### src/rtl/timer.sv
// -----------------------------------------------------------------------------
// timer -- memory-mapped down-counting timer with interrupt.
//
// Register map (indexed by addr[3:2]):
//   0 CTRL     bit0 EN, bits[2:1] MODE (00 one-shot, 01 auto-reload, 1x one-shot),
//              bit3 IM (interrupt mask/enable); bits[31:4] read 0.
//   1 PRESET   32-bit reload value, read/write.
//   2 COUNT    32-bit current count, read-only.
//   3 PRESCALE 8-bit divider when TIMER_PRESCALE_EN is defined, else reads 0.
//
// Build option:
//   TIMER_PRESCALE_EN  adds the PRESCALE register; COUNT then steps once
//                      every PRESCALE+1 cycles while counting.
//
// Ports:
//   clk           sole clock, rising edge
//   rst           asynchronous active-low reset
//   sel           device select, qualifies writes
//   addr          CPU byte address (only [3:2] decoded)
//   write_enable  CPU store strobe
//   write_data    CPU store data
//   read_result   combinational read data for addr[3:2]
//   irq           interrupt request, IM && irq_flag (driven from registers)
// -----------------------------------------------------------------------------
module timer (
    input  logic        clk,
    input  logic        rst,
    input  logic        sel,
    input  logic [31:0] addr,
    input  logic        write_enable,
    input  logic [31:0] write_data,
    output logic [31:0] read_result,
    output logic        irq
);

    localparam logic [1:0] ST_IDLE = 2'd0;
    localparam logic [1:0] ST_LOAD = 2'd1;
    localparam logic [1:0] ST_CNT  = 2'd2;
    localparam logic [1:0] ST_INT  = 2'd3;

    localparam logic [1:0] ADDR_CTRL   = 2'd0;
    localparam logic [1:0] ADDR_PRESET = 2'd1;
    localparam logic [1:0] ADDR_COUNT  = 2'd2;
    localparam logic [1:0] ADDR_PSC    = 2'd3;

    localparam logic [1:0] MODE_RELOAD = 2'b01;

    logic [1:0]  r_state;
    logic        r_en;
    logic [1:0]  r_mode;
    logic        r_im;
    logic [31:0] r_preset;
    logic [31:0] r_count;
    logic        r_irq_flag;

    logic [1:0]  w_idx;
    logic        w_wr;
    logic        w_wr_ctrl;
    logic        w_wr_preset;
    logic        w_tick;
    logic        w_expire;
    logic        w_unused;

    assign w_idx       = addr[3:2];
    assign w_wr        = sel & write_enable;
    assign w_wr_ctrl   = w_wr && (w_idx == ADDR_CTRL);
    assign w_wr_preset = w_wr && (w_idx == ADDR_PRESET);
    assign w_unused    = ^{addr[31:4], addr[1:0]};

`ifdef TIMER_PRESCALE_EN
    logic [7:0] r_prescale;
    logic [7:0] r_psc_cnt;
    logic       w_wr_psc;

    assign w_wr_psc = w_wr && (w_idx == ADDR_PSC);
    // >= rather than == so that lowering PRESCALE mid-count cannot
    // make the divider run all the way around 8 bits.
    assign w_tick   = (r_psc_cnt >= r_prescale);

    always_ff @(posedge clk or negedge rst) begin
        if (!rst) begin
            r_prescale <= 8'd0;
        end else if (w_wr_psc) begin
            r_prescale <= write_data[7:0];
        end
    end

    always_ff @(posedge clk or negedge rst) begin
        if (!rst) begin
            r_psc_cnt <= 8'd0;
        end else if (r_state == ST_LOAD) begin
            r_psc_cnt <= 8'd0;
        end else if ((r_state == ST_CNT) && r_en) begin
            r_psc_cnt <= w_tick ? 8'd0 : r_psc_cnt + 8'd1;
        end
    end
`else
    assign w_tick = 1'b1;
`endif

    // Counter reaches its terminal step this cycle: COUNT<=1 with a
    // (possibly prescaled) decrement due.
    assign w_expire = (r_state == ST_CNT) && r_en && w_tick && (r_count <= 32'd1);

    // CTRL register. A CPU write beats the one-shot EN clear from INT,
    // so software re-arming on that exact edge is never lost.
    always_ff @(posedge clk or negedge rst) begin
        if (!rst) begin
            r_en   <= 1'b0;
            r_mode <= 2'b00;
            r_im   <= 1'b0;
        end else if (w_wr_ctrl) begin
            // NOTE: state registers use non-blocking assignments so every
            // always_ff block samples the pre-edge values of its peers.
            r_en   <= write_data[0];
            r_mode <= write_data[2:1];
            r_im   <= write_data[3];
        end else if ((r_state == ST_INT) && (r_mode != MODE_RELOAD)) begin
            r_en <= 1'b0;
        end
    end

    always_ff @(posedge clk or negedge rst) begin
        if (!rst) begin
            r_preset <= 32'd0;
        end else if (w_wr_preset) begin
            r_preset <= write_data;
        end
    end

    // Interrupt flag: a new expiry wins over a simultaneous clearing write
    // so an event is never dropped.
    always_ff @(posedge clk or negedge rst) begin
        if (!rst) begin
            r_irq_flag <= 1'b0;
        end else if (w_expire) begin
            r_irq_flag <= 1'b1;
        end else if (w_wr_ctrl || w_wr_preset) begin
            r_irq_flag <= 1'b0;
        end else if ((r_state == ST_INT) && (r_mode == MODE_RELOAD)) begin
            r_irq_flag <= 1'b0;
        end
    end

    // Main FSM and COUNT register.
    always_ff @(posedge clk or negedge rst) begin
        if (!rst) begin
            r_state <= ST_IDLE;
            r_count <= 32'd0;
        end else begin
            case (r_state)
                ST_IDLE: begin
                    if (r_en) begin
                        r_state <= ST_LOAD;
                    end
                end
                ST_LOAD: begin
                    r_count <= r_preset;
                    r_state <= ST_CNT;
                end
                ST_CNT: begin
                    if (!r_en) begin
                        r_state <= ST_IDLE;
                    end else if (w_tick) begin
                        // COUNT<=1 (including a PRESET of 0) terminates at 0,
                        // so the unsigned count never wraps.
                        if (r_count > 32'd1) begin
                            r_count <= r_count - 32'd1;
                        end else begin
                            r_count <= 32'd0;
                            r_state <= ST_INT;
                        end
                    end
                end
                default: begin
                    r_state <= (r_mode == MODE_RELOAD) ? ST_LOAD : ST_IDLE;
                end
            endcase
        end
    end

    // Both operands are registers, so irq has no path from the bus.
    assign irq = r_im & r_irq_flag;

    always_comb begin
        // NOTE: default assignment first keeps this block free of latches.
        read_result = 32'd0;
        case (w_idx)
            ADDR_CTRL:   read_result = {28'd0, r_im, r_mode, r_en};
            ADDR_PRESET: read_result = r_preset;
            ADDR_COUNT:  read_result = r_count;
`ifdef TIMER_PRESCALE_EN
            ADDR_PSC:    read_result = {24'd0, r_prescale};
`endif
            default:     read_result = 32'd0;
        endcase
    end

endmodule

### config.mk
export PLATFORM = sky130hd
export DESIGN_NAME = timer
export DESIGN_NICKNAME = d
export VERILOG_FILES = /design/src/rtl/timer.sv
export SDC_FILE = /design/constraint.sdc
export NUM_CORES = 1
export LEC_CHECK = 0
export CAP_MARGIN = 10
export CORE_ASPECT_RATIO = 0.8
export CORE_MARGIN = 4
export CORE_UTILIZATION = 50
export DETAILED_ROUTE_END_ITERATION = 8
export PLACE_DENSITY = 0.8
export SLEW_MARGIN = 20
export SYNTH_ARGS = -nofsm -noshare
export SYNTH_HDL_FRONTEND = slang
export SYNTH_SLANG_ARGS = --single-unit
### constraint.sdc
create_clock -name clk -period 3.5 [get_ports clk]
set_clock_uncertainty 0.05 [all_clocks]
set_input_delay 1.05 -clock clk [delete_from_list [all_inputs] [get_ports clk]]
set_output_delay 1.05 -clock clk [all_outputs]
set_load 0.05 [all_outputs]
### Word level (Yosys, flattened, before mapping)

Index checks and enable logic that the tools add are counted.

| operators by class | value |
|---|---|
| add/subtract/negate cells | 1 |
| $lt $le $gt $ge | 2 |
| eq/ne operators | 10 |
| mux-type cells | 14 |
| bitwise gates (word level) | 2 |
| reduce and logical (&&, ||, !) cells | 14 |

Operator list:

| operator | count |
|---|---|
| one-hot mux 32 bit (3 select lines) | 1 |
| two-way mux 32 bit | 2 |
| one-hot mux 32 bit (2 select lines) | 1 |
| > comparator 32 x 1 -> 1 bit (second input constant) | 1 |
| less-or-equal comparator 32 x 1 -> 1 bit (second input constant) | 1 |
| subtractor 32 x 1 -> 32 bit (second input constant) | 1 |
| == test 2 x 1 -> 1 bit (second input constant) | 3 |
| == test 2 bit (second input constant) | 3 |
| logical AND 1 bit | 6 |
| two-way mux 1 bit | 6 |
| two-way mux 2 bit | 3 |
| one-hot mux 2 bit (3 select lines) | 1 |
| logical NOT 2 bit | 2 |
| inequality test 2 bit (second input constant) | 2 |
| AND reduction 2 bit | 2 |
| nonzero test 2 bit | 2 |
| inequality test 3 bit (second input constant) | 1 |
| nonzero test 3 bit | 1 |
| AND 1 bit | 2 |
| inequality test 2 x 1 -> 1 bit (second input constant) | 1 |
| logical OR 1 bit | 1 |

| storage, ports and cells | value |
|---|---|
| flip-flop bits (word level) | 71 |
| bits of input ports | 68 |
| output and inout bits | 33 |
| logic and storage cells | 50 |

### Longest topological paths before layout

Gate-level depths: netlist of run 1.

| logic depth | value |
|---|---|
| word-level depth | 5 |
| mapped depth | 9 |
| depth with buffers taken out | 7 |

### Worst setup path after synthesis of run 1

No wires, ideal clock.

| timing path | value |
|---|---|
| path kind | input to output |
| start | input port addr[3] |
| end | output port read_result[10] |
| arrival time | 2554 ps |
| required time | 2400 ps |
| path slack | -154 ps |
| cell stages on the path | 5 |
| buffers on the path | 3 |
| cell sequence | clkbuf_1 > nor2b_1 > clkbuf_1 > buf_1 > a22o_1 |

| on the way | value |
|---|---|
| cells in the longest elaborated chain, start to end | 2 |
| elaborated cells between the ends (all ways) | 4 |
| classes of those cells | 2 x eq/ne; 1 x mux; 1 x reduce/logical |

RTL lines:

| item | RTL line | text |
|---|---|---|
| start: declaration | 29 | `input logic [31:0] addr,` |
| == test 2 bit, or another cell as far along | 188 | `case (w_idx)` |
| one-hot mux 32 bit (3 select lines) * | 188 |  |
| end: declaration | 32 | `output logic [31:0] read_result,` |

Every way passes the cells marked *; elsewhere a longest branch is shown, timed or not.

### Worst setup path in the final report of run 1

| timing path | value |
|---|---|
| start | input port addr[3] |
| end | output port read_result[22] |

Same word-level chain as after synthesis.

==> results of run 1 <==
flip-flops by register name (all words and copies together), names as in the netlist:
register    count
r_count        32
r_preset       32
r_mode          2
r_state         2
r_en            1
r_im            1
r_irq_flag      1
stage by stage:
stage                     utilization (%)  cells  setup slack [ns]  setup TNS (ns)
after detailed placement             66.9    583           -0.0455          -0.342
after CTS                            70.3    600             0.138               0
after global placement               66.9    583            0.0109               0
after global routing                 70.3    600            0.0811               0
final                                70.3    600             0.126               0
after floorplan                         -    425            0.0700               0
cell families (layout without fill, tap and decap cells):
group | after synthesis | after routing | synth area share [%]
compound gates | 129 | 129 | 23.5
fa+ha+maj | 2 | 2 | 0.597
buf+inv | 45 | 112 | 4.51
flops | 71 | 71 | 42.4
mux | 39 | 39 | 10.4
simple gates | 139 | 139 | 18.6
critical path, stage by stage:
cell	delay (ns)
dlygate4sd2_1	0.29
nor2b_4	0.27
bufbuf_16	0.34
a22o_2	0.19
buf_12	0.14
final cells by class:
class	instances	share of cell area, %
clock inverters	7	1.72
flip-flops and latches	71	31.4
multi-input cells	309	40.6
clock buffers	9	2.19
inverters	9	0.597
well taps	108	2.39
repair buffers	87	21.2
final timing paths:
kind	start	end	slack, ns	cells after the start
max in group asynchronous	rst	r_count[22]$_DFFE_PN0P_	2.03	2
worst min register to register	r_preset[27]$_DFFE_PN0P_	r_preset[27]$_DFFE_PN0P_	0.49	1
worst min-delay path	r_preset[27]$_DFFE_PN0P_	r_preset[27]$_DFFE_PN0P_	0.49	1
min in group asynchronous	rst	r_count[21]$_DFFE_PN0P_	0.69	1
worst max register to register	r_count[25]$_DFFE_PN0P_	r_count[16]$_DFFE_PN0P_	0.48	5
worst max-delay path	addr[3]	read_result[22]	0.13	5
metal layers:
layer	share of wire (%)	vias to the layer above	routed length (um)	global-route usage, %
met5	0	-	0	0
li1	-	1785	-	-
met1	42	1930	5270	35.6
met3	7.7	38	968	5.87
met2	47	192	5910	41.4
met4	2.8	0	349	9.33
layout by cell type (no fill, tap or decap), types with 5 or more instances in the layout:
| cell type | netlist | routed |
|---|---|---|
| mux2_2 | 35 | 35 |
| a22o_2 | 0 | 18 |
| nand3_1 | 14 | 14 |
| nand2_1 | 37 | 37 |
| o41ai_1 | 5 | 5 |
| or4_1 | 6 | 6 |
| nor4_1 | 12 | 12 |
| a31oi_1 | 5 | 5 |
| nand4_1 | 7 | 7 |
| a22oi_1 | 11 | 11 |
| inv_1 | 8 | 8 |
| buf_4 | 0 | 12 |
| o31ai_1 | 15 | 15 |
| o21ai_0 | 11 | 7 |
| or4_4 | 6 | 6 |
| a21oi_1 | 10 | 10 |
| nor2_1 | 15 | 14 |
| o211ai_1 | 5 | 5 |
| o22ai_1 | 5 | 5 |
| a22o_1 | 36 | 16 |
| buf_12 | 0 | 34 |
| clkdlybuf4s50_1 | 0 | 35 |
| clkbuf_8 | 0 | 9 |
| o221ai_1 | 6 | 6 |
| dfrtp_1 | 71 | 71 |
| nor3_1 | 10 | 10 |
power breakdown:
group / total (mW) / switching [mW] / internal (mW)
registers: 1.52 / 0.411 / 1.11
logic: 2.11 / 1.15 / 0.954
clock network: 0.743 / 0.341 / 0.402
cell usage after synthesis (8+ instances only):
cell type / n
dfrtp_1: 71
nand2_1: 37
a22o_1: 36
mux2_2: 35
clkbuf_1: 24
nor2_1: 15
o31ai_1: 15
nand3_1: 14
nor4_1: 12
a22oi_1: 11
o21ai_0: 11
a21oi_1: 10
nor3_1: 10
inv_1: 8
repair_timing:
action,in CTS,in global routing
buffers inserted,0,0
resized for setup,6,0
setup endpoints to repair,27,0
==> out/results.txt, run 1 <==
Outcome -> finished, final reports clean
Clock slew at reported path FFs -> 0.07 ns
CTS tree -> done
Final net count -> 557
Clock Sinks -> 71
DRC -> 0
Final Instance Area -> 5660 um^2
Drt wl/cell -> 20.8 um
PnR Total Power -> 4.37 mW
Rows -> 29
Synth area leaders -> dfrtp_1, mux2_2, a22o_1
Worst EP required -> 2.40 ns
RSZ-0062 raised after global routing -> no
Clk_lat worst skew -> 0.36 ns
Largest net degree at the start of global routing -> 43
Max_cap viols -> 0
Via count -> 3,945
Initial antenna violation count -> 0
Yosys top cell by area -> dfrtp_1
Fin crit period -> 3.37 ns
Total GRT Usage -> 26.3%
Root Driver -> clkbuf_8
Leak -> 2.29 nW
Detail Route Antenna Nets -> 0
Crit start category -> input pin
Yosys Warn Count -> 0
I/O pins -> 101
Seq cells post-synth -> 71
Ys async rst share -> 100%
Die Ht -> 89.9 um
ANT cells -> 0
CP Max Fanout -> 14
HP Class -> flop to flop
Syn avg cell area -> 9.86 um^2
Dpl hpwl -> 8.39 mm
Final Setup Violations -> 0
CTS Buf Count -> 9
Hold Vio Cnt, Final -> 0
Pre-antenna DRT Iters -> 5
Slew @ Worst Pin -> 0.720 ns
Max-slew headroom -> 52.0%
Primary FF master, synth -> dfrtp_1
Placed cell areas -> 5390 um^2
Hold buffer count at cts -> 0
Reg area -> 1780 um^2
Syn_nets -> 495
Die ar. -> 9920 um^2
Initial Utilization -> 52.0%
Crit path kind -> input pin to output pin
Core area -> 8060 um^2
F_max -> 296 MHz
GP Congestion -> 0.922
Area of the multi-input gates -> 2300 um^2
Distinct cells, synth -> 52
Share of cells above drive strength 1 -> 28.9%
PD cells -> 772 nW/um^2
Vias in the first global route -> 4,027
Fin crit share -> 96.4%
Global-route wire length before repair -> 20.7 mm
Congestion Overflow GR -> 0
Vias per cell -> 6.58
Worst Path Arrival -> 2.27 ns
Gate Count Post-Synth -> 425
Htree depth -> 3
Netlist area before placement -> 4190 um^2
Port bufs -> 70
Die X -> 110 um
Worst Hold Slack -> 0.493 ns
P&R area growth vs syn -> 35.2%
Worst setup EP type -> output pin
Clock Path Buffers -> 2
Max Slew Vio Count -> 0
Post-synth EDFFs -> 0
DR iter-0 viols -> 335
VDD IR max -> 0.403 mV
Part of the Yosys area used for sequential elements -> 42.4%
Number of filler cells placed in the layout -> 629
Share of the synthesized area in the top cell type -> 42.4%
Final WL -> 12.5 mm
Power figures use the tool's default switching activity.
==> inputs of run 2 (changes only) <==
- PLACE_DENSITY: 0.8 -> default
- PLACE_DENSITY_LB_ADDON: default -> 0.08
==> out/results.txt, run 2 (synthesized netlist as in run 1, its figures left out) <==
Outcome -> finished, final reports clean
Reg power frac -> 33.2% (-1.5 points)
Worst EP required -> 2.40 ns (about the same)
F_max -> 301 MHz (+1.7%)
Max-slew headroom -> 39.7% (-12 points)
Total GRT Usage -> 25.5% (-0.81 points)
Root Driver -> clkbuf_8
ANT cells -> 0 (unchanged)
VDD IR max -> 0.387 mV (-4.1%)
DRC -> 0 (unchanged)
Rows -> 29 (unchanged)
Hold buffer count at cts -> 0 (unchanged)
Hold Vio Cnt, Final -> 0 (unchanged)
Final Instance Area -> 5800 um^2 (+2.5%)
Htree depth -> 3 (unchanged)
Share of cells above drive strength 1 -> 29.8% (+0.98 points)
Most frequent CP cell -> buf_12
Congestion Overflow GR -> 0 (unchanged)
Clock Path Buffers -> 2 (unchanged)
Placed cell areas -> 5420 um^2 (+0.56%)
Final Setup Violations -> 0 (unchanged)
Vias in the first global route -> 3,877 (-3.7%)
Via count -> 3,932 (-0.33%)
Most frequent cells in the layout -> dfrtp_1, nand2_1, mux2_2, clkdlybuf4s50_1, buf_12
Initial antenna violation count -> 0 (unchanged)
Crit start category -> input pin
Pint -> 2.69 mW (+9.3%)
Final net count -> 561 (+0.72%)
Final WL -> 12.7 mm (+1.5%)
DR iter-0 viols -> 346 (+3.3%)
Leak -> 2.37 nW (+3.7%)
Worst Path Arrival -> 2.22 ns (-0.05 ns)
Reg2reg setup slack -> 0.46 ns (-0.02 ns)
Number of filler cells placed in the layout -> 610 (-3.0%)
Port bufs -> 70 (unchanged)
Die ar. -> 9920 um^2 (unchanged)
Core area -> 8060 um^2 (unchanged)
GP Congestion -> 0.876 (-5.0%)
Dpl hpwl -> 8.45 mm (+0.70%)
CP peak stage delay -> 0.29 ns (-0.05 ns)
Area of the multi-input gates -> 2310 um^2 (+0.49%)
Reg area -> 1780 um^2 (unchanged)
Clock power share -> 20.9% (+3.9 points)
Slowest cell on the critical path -> nor2b_4
CTS Buf Count -> 9 (unchanged)
WP buf/inv -> 4 (+1)
Worst Hold Slack -> 0.486 ns (-0.00669 ns)
Sw Share -> 41.3% (-2.3 points)
Clock Sinks -> 71 (unchanged)
Crit path kind -> input pin to output pin
Detail Route Antenna Nets -> 0 (unchanged)
Commonest non-fill, non-tap cell in the layout -> dfrtp_1
Clock slew at reported path FFs -> 0.08 ns (about the same)
Sw Pwr -> 1.89 mW (-0.67%)
Clk_lat worst skew -> 0.36 ns (about the same)
Global-route wire length before repair -> 20.1 mm (-2.9%)
Fin crit share -> 94.8% (-1.6 points)
Logic pwr share -> 45.9% (-2.3 points)
Drt wl/cell -> 21.0 um (+0.78%)
Postcts setup bufs -> 0 (unchanged)
Worst setup EP type -> output pin
P&R area growth vs syn -> 38.5%
Worst-path cell chain -> dlymetal6s2s_1 -> buf_4 -> nor2b_4 -> buf_12 -> a22o_1 -> buf_12
CTS tree -> done
Die Ht -> 89.9 um (unchanged)
Largest net degree at the start of global routing -> 47 (+9.3%)
HP Class -> flop to flop
Vias per cell -> 6.51 (-0.99%)
Max_cap viols -> 0 (unchanged)
PD cells -> 790 nW/um^2 (+2.4%)
CP Max Fanout -> 7 (-7)
Slew @ Worst Pin -> 0.904 ns (+0.184 ns)
Fin crit period -> 3.32 ns (-0.0577 ns)
Biggest regs -> r_count: 32 flops, r_preset: 32 flops
Pre-antenna DRT Iters -> 6 (+1)
I/O pins -> 101 (unchanged)
Max Slew Vio Count -> 0 (unchanged)
Die X -> 110 um (unchanged)
Largest delay share family, worst path -> buffers and inverters
Initial Utilization -> 52.0% (unchanged)
RSZ-0062 raised after global routing -> no
## run 2: cell count changes in the layout (fill, tap and decap cells not counted), moves of 2 or more
cell,before,now
buf_4,12,14
bufinv_16,2,5
clkbuf_16,0,2
clkinvlp_4,2,0
dlygate4sd2_1,2,0
dlymetal6s2s_1,0,2
## run 2: worst reg2reg max path: cells and delay by family, from the launching register on
family | cells | cell delay (ns)
AO/OA/AOI/OAI | 2 | 0.36
buffers and inverters | 1 | 0.32
AND/OR/NAND/NOR | 3 | 1.78
flip-flops | 1 | 0.45
## run 2: layout make-up
type | count | share of cell area, %
Clock buffer | 9 | 2.13
Tap cell | 108 | 2.33
Inverter | 9 | 0.582
Clock inverter | 7 | 2.89
Multi-Input combinational cell | 309 | 39.8
Timing Repair Buffer | 91 | 21.7
Sequential cell | 71 | 30.6
## run 2: final timing paths
path / to / start / cells past startpoint
worst max-delay path: read_result[15] / addr[2] / 6
worst min-delay path: r_mode[0]$_DFFE_PN0P_ / r_mode[0]$_DFFE_PN0P_ / 1
worst max register to register: r_count[5]$_DFFE_PN0P_ / r_count[25]$_DFFE_PN0P_ / 6
worst min register to register: r_mode[0]$_DFFE_PN0P_ / r_mode[0]$_DFFE_PN0P_ / 1
max in group asynchronous: r_count[28]$_DFFE_PN0P_ / rst / 2
min in group asynchronous: r_preset[25]$_DFFE_PN0P_ / rst / 1
## run 2: what timing repair did
item	in CTS	in global routing
hold endpoints to repair	0	0
resized for setup	2	4
setup endpoints to repair	11	19
cloned	0	3
## run 2: power groups by stage
stage	Clock (mW)	Combinational (mW)	Sequential, mW
detailed placement	0	2.07	1.52
finish	0.957	2.11	1.52
floorplan	0	1.46	1.34
CTS	0.965	2.08	1.51
global placement	0	2.03	1.50
global route	1.01	2.28	1.57
## run 2: layer usage
metal  wire length [um]  GRT usage (%)
met1               5650           36.7
met2               5910           38.8
met3                895           4.87
met4                231           7.90
met5                  0              0
## run 2: metrics by stage
| stage | std cells | TNS [ns] | setup WS [ns] | power, mW | utilization, % |
|---|---|---|---|---|---|
| 4_1_cts | 601 | 0 | 0.00223 | 4.55 | 71.1 |
| 3_5_place_dp | 585 | -0.198 | -0.0440 | 3.59 | 67.3 |
| 2_1_floorplan | 425 | 0 | 0.0700 | 2.81 | - |
| 6_report | 604 | 0 | 0.183 | 4.59 | 72.0 |
| 3_3_place_gp | 585 | -0.00545 | -0.00375 | 3.52 | 67.3 |
| 5_1_grt | 604 | 0 | 0.165 | 4.86 | 72.0 |
==> inputs of run 3 (changes only) <==
--- a/config.mk
+++ b/config.mk
@@ -8,5 +8,5 @@
 export CAP_MARGIN = 10
 export CORE_ASPECT_RATIO = 0.8
-export CORE_MARGIN = 4
+export CORE_MARGIN = 2
 export CORE_UTILIZATION = 50
 export DETAILED_ROUTE_END_ITERATION = 8
--- a/constraint.sdc
+++ b/constraint.sdc
@@ -3,3 +3,3 @@
 set_input_delay 1.05 -clock clk [delete_from_list [all_inputs] [get_ports clk]]
 set_output_delay 1.05 -clock clk [all_outputs]
-set_load 0.05 [all_outputs]
+set_load 0.02 [all_outputs]
==> out/results.txt, run 3 (synthesized netlist as in run 1, its figures left out) <==
Initial antenna violation count -> 0 (unchanged)
Routing usage on met1 -> 37.0% (+0.28 points)
Leak -> 2.14 nW (-9.5%)
Final Util -> 66.7% (-5.4 points)
Crit start category -> input pin
Commonest non-fill, non-tap cell in the layout -> dfrtp_1
Die Ht -> 85.9 um (-4.5%)
DRC -> 0 (unchanged)
# placed instances -> 583 (-0.34%)
Slew @ Worst Pin -> 0.795 ns (-0.109 ns)
Final net count -> 560 (-0.18%)
Share of cells above drive strength 1 -> 23.6% (-6.2 points)
Initial Utilization -> 52.2% (+0.24 points)
GR peak layer -> met2
Die X -> 106 um (-3.6%)
Global-route wire length before repair -> 19.2 mm (-4.7%)
Drt wl/cell -> 19.7 um (-6.3%)
HP Class -> flop to flop
Placed cell areas -> 5030 um^2 (-7.2%)
F_max -> 294 MHz (-2.6%)
Final Instance Area -> 5350 um^2 (-7.9%)
PnR Total Power -> 3.88 mW (-15%)
Port bufs -> 70 (unchanged)
Clock Sinks -> 71 (unchanged)
Vias per cell -> 6.51 (about the same)
Clock Path Buffers -> 2 (unchanged)
Total GRT Usage -> 26.8% (+1.3 points)
CTS tree -> done
Outcome -> finished, final reports clean
Congestion Overflow GR -> 0 (unchanged)
Met3 usage -> 5.02% (+0.14 points)
CP peak stage delay -> 0.28 ns (about the same)
RSZ-0062 raised after global routing -> no
Met2 Use GR -> 42.7% (+3.8 points)
Largest net degree at the start of global routing -> 56 (+19%)
Clock slew at reported path FFs -> 0.08 ns (about the same)
I/O pins -> 101 (unchanged)
Root Driver -> clkbuf_8
VDD IR max -> 0.315 mV (-19%)
PD cells -> 725 nW/um^2 (-8.3%)
P&R area growth vs syn -> 27.6%
Most frequent cells in the layout -> dfrtp_1, nand2_1, a22o_1, mux2_2, clkdlybuf4s50_1
Final WS setup -> 0.0951 ns (-0.0881 ns)
Final WL -> 11.9 mm (-6.5%)
Clk_lat worst skew -> 0.36 ns (about the same)
Core area -> 8020 um^2 (-0.45%)
Worst Path Arrival -> 2.30 ns (+0.08 ns)
GP Congestion -> 0.928 (+5.9%)
Biggest regs -> r_count: 32 flops, r_preset: 32 flops
Vias in the first global route -> 3,694 (-4.7%)
Crit path kind -> input pin to output pin
Hold Vio Cnt, Final -> 0 (unchanged)
Final Setup Violations -> 0 (unchanged)
Reg area -> 1780 um^2 (unchanged)
Pre-CTS WS -> -0.448 ns (-0.404 ns)
Worst-path cell chain -> dlygate4sd2_1 -> nor2b_4 -> buf_4 -> buf_12 -> a22o_1 -> clkdlybuf4s15_2
Post-Layout Cell Count -> 603 (-0.17%)
Detail Route Antenna Nets -> 0 (unchanged)
Number of filler cells placed in the layout -> 658 (+7.9%)
Worst setup EP type -> output pin
ANT cells -> 0 (unchanged)
CP Max Fanout -> 7 (unchanged)
DR iter-0 viols -> 268 (-23%)
Rows -> 29 (unchanged)
Area of the multi-input gates -> 2240 um^2 (-2.9%)
Max_cap viols -> 0 (unchanged)
Max-slew headroom -> 47.0% (+7.3 points)
Slowest cell on the critical path -> dlygate4sd2_1
Worst EP required -> 2.40 ns (about the same)
Via count -> 3,923 (-0.23%)
Pre-antenna DRT Iters -> 5 (-1)
CTS Buf Count -> 9 (unchanged)
Max Slew Vio Count -> 0 (unchanged)
Die ar. -> 9130 um^2 (-7.9%)
Fin crit share -> 97.3% (+2.5 points)
Htree depth -> 3 (unchanged)
Fin crit period -> 3.40 ns (+0.0881 ns)
Dpl hpwl -> 7.75 mm (-8.2%)
Hold buffer count at cts -> 0 (unchanged)
==> run 3: cell types whose count changed in the layout (fill, tap and decap cells not counted), sizes merged <==
cell,change
buf,-30
dlymetal6s2s,-2
inv,-1
clkdlybuf4s15,+30
clkinvlp,+1
bufinv,-4
clkinv,+2
bufbuf,+1
dlygate4sd2,+2
==> run 3: cell type report <==
cell class | count | share of cell area (%)
Clock inverter | 5 | 1.05
Sequential cell | 71 | 33.2
Inverter | 9 | 0.632
Clock buffer | 11 | 2.83
Tap cell | 108 | 2.53
Timing Repair Buffer | 90 | 17.8
Multi-Input combinational cell | 309 | 41.9
==> run 3: worst paths after layout <==
| path | to | slack [ns] | from | cells after the start |
|---|---|---|---|---|
| min in group asynchronous | r_preset[26]$_DFFE_PN0P_ | 0.72 | rst | 1 |
| worst min-delay path | r_im$_DFFE_PN0P_ | 0.49 | r_im$_DFFE_PN0P_ | 1 |
| worst max-delay path | read_result[23] | 0.1 | addr[3] | 6 |
| worst min register to register | r_im$_DFFE_PN0P_ | 0.49 | r_im$_DFFE_PN0P_ | 1 |
| worst max register to register | r_count[10]$_DFFE_PN0P_ | 0.62 | r_count[25]$_DFFE_PN0P_ | 5 |
| max in group asynchronous | r_count[0]$_DFFE_PN0P_ | 2.01 | rst | 2 |
==> run 3: worst max-delay path: cells and delay by family <==
kind | cells | cell delay (ns)
buffers and inverters | 4 | 0.84
and+or+nand+nor | 1 | 0.25
AOI/OAI and AO/OA | 1 | 0.17
==> run 3: where the power goes <==
group	switching [mW]	leakage [nW]	internal (mW)
logic	0.927	1.17	0.755
registers	0.395	0.867	1.11
clock network	0.324	0.105	0.367
total	1.65	2.14	2.23
==> run 3: what timing repair did <==
action | CTS | global route
gates resized for setup | 104 | 0
setup endpoints to repair | 32 | 0
buffers inserted | 2 | 0
==> run 3: per-stage QoR <==
| step | setup TNS [ns] | hold WS [ns] |
|---|---|---|
| 2_1_floorplan | 0 | 0.428 |
| 3_3_place_gp | -12.76 | 0.465 |
| 3_5_place_dp | -13.41 | 0.469 |
| 4_1_cts | 0 | 0.488 |
| 5_1_grt | 0 | 0.509 |
| 6_report | 0 | 0.487 |
==> run 3: routing by layer <==
metal / routed length [um] / up-vias / part of all wire (%)
met5: 0 / - / 0
met3: 843 / 32 / 7.1
met1: 5260 / 1912 / 44
li1: - / 1788 / -
met4: 294 / 0 / 2.5
met2: 5470 / 191 / 46
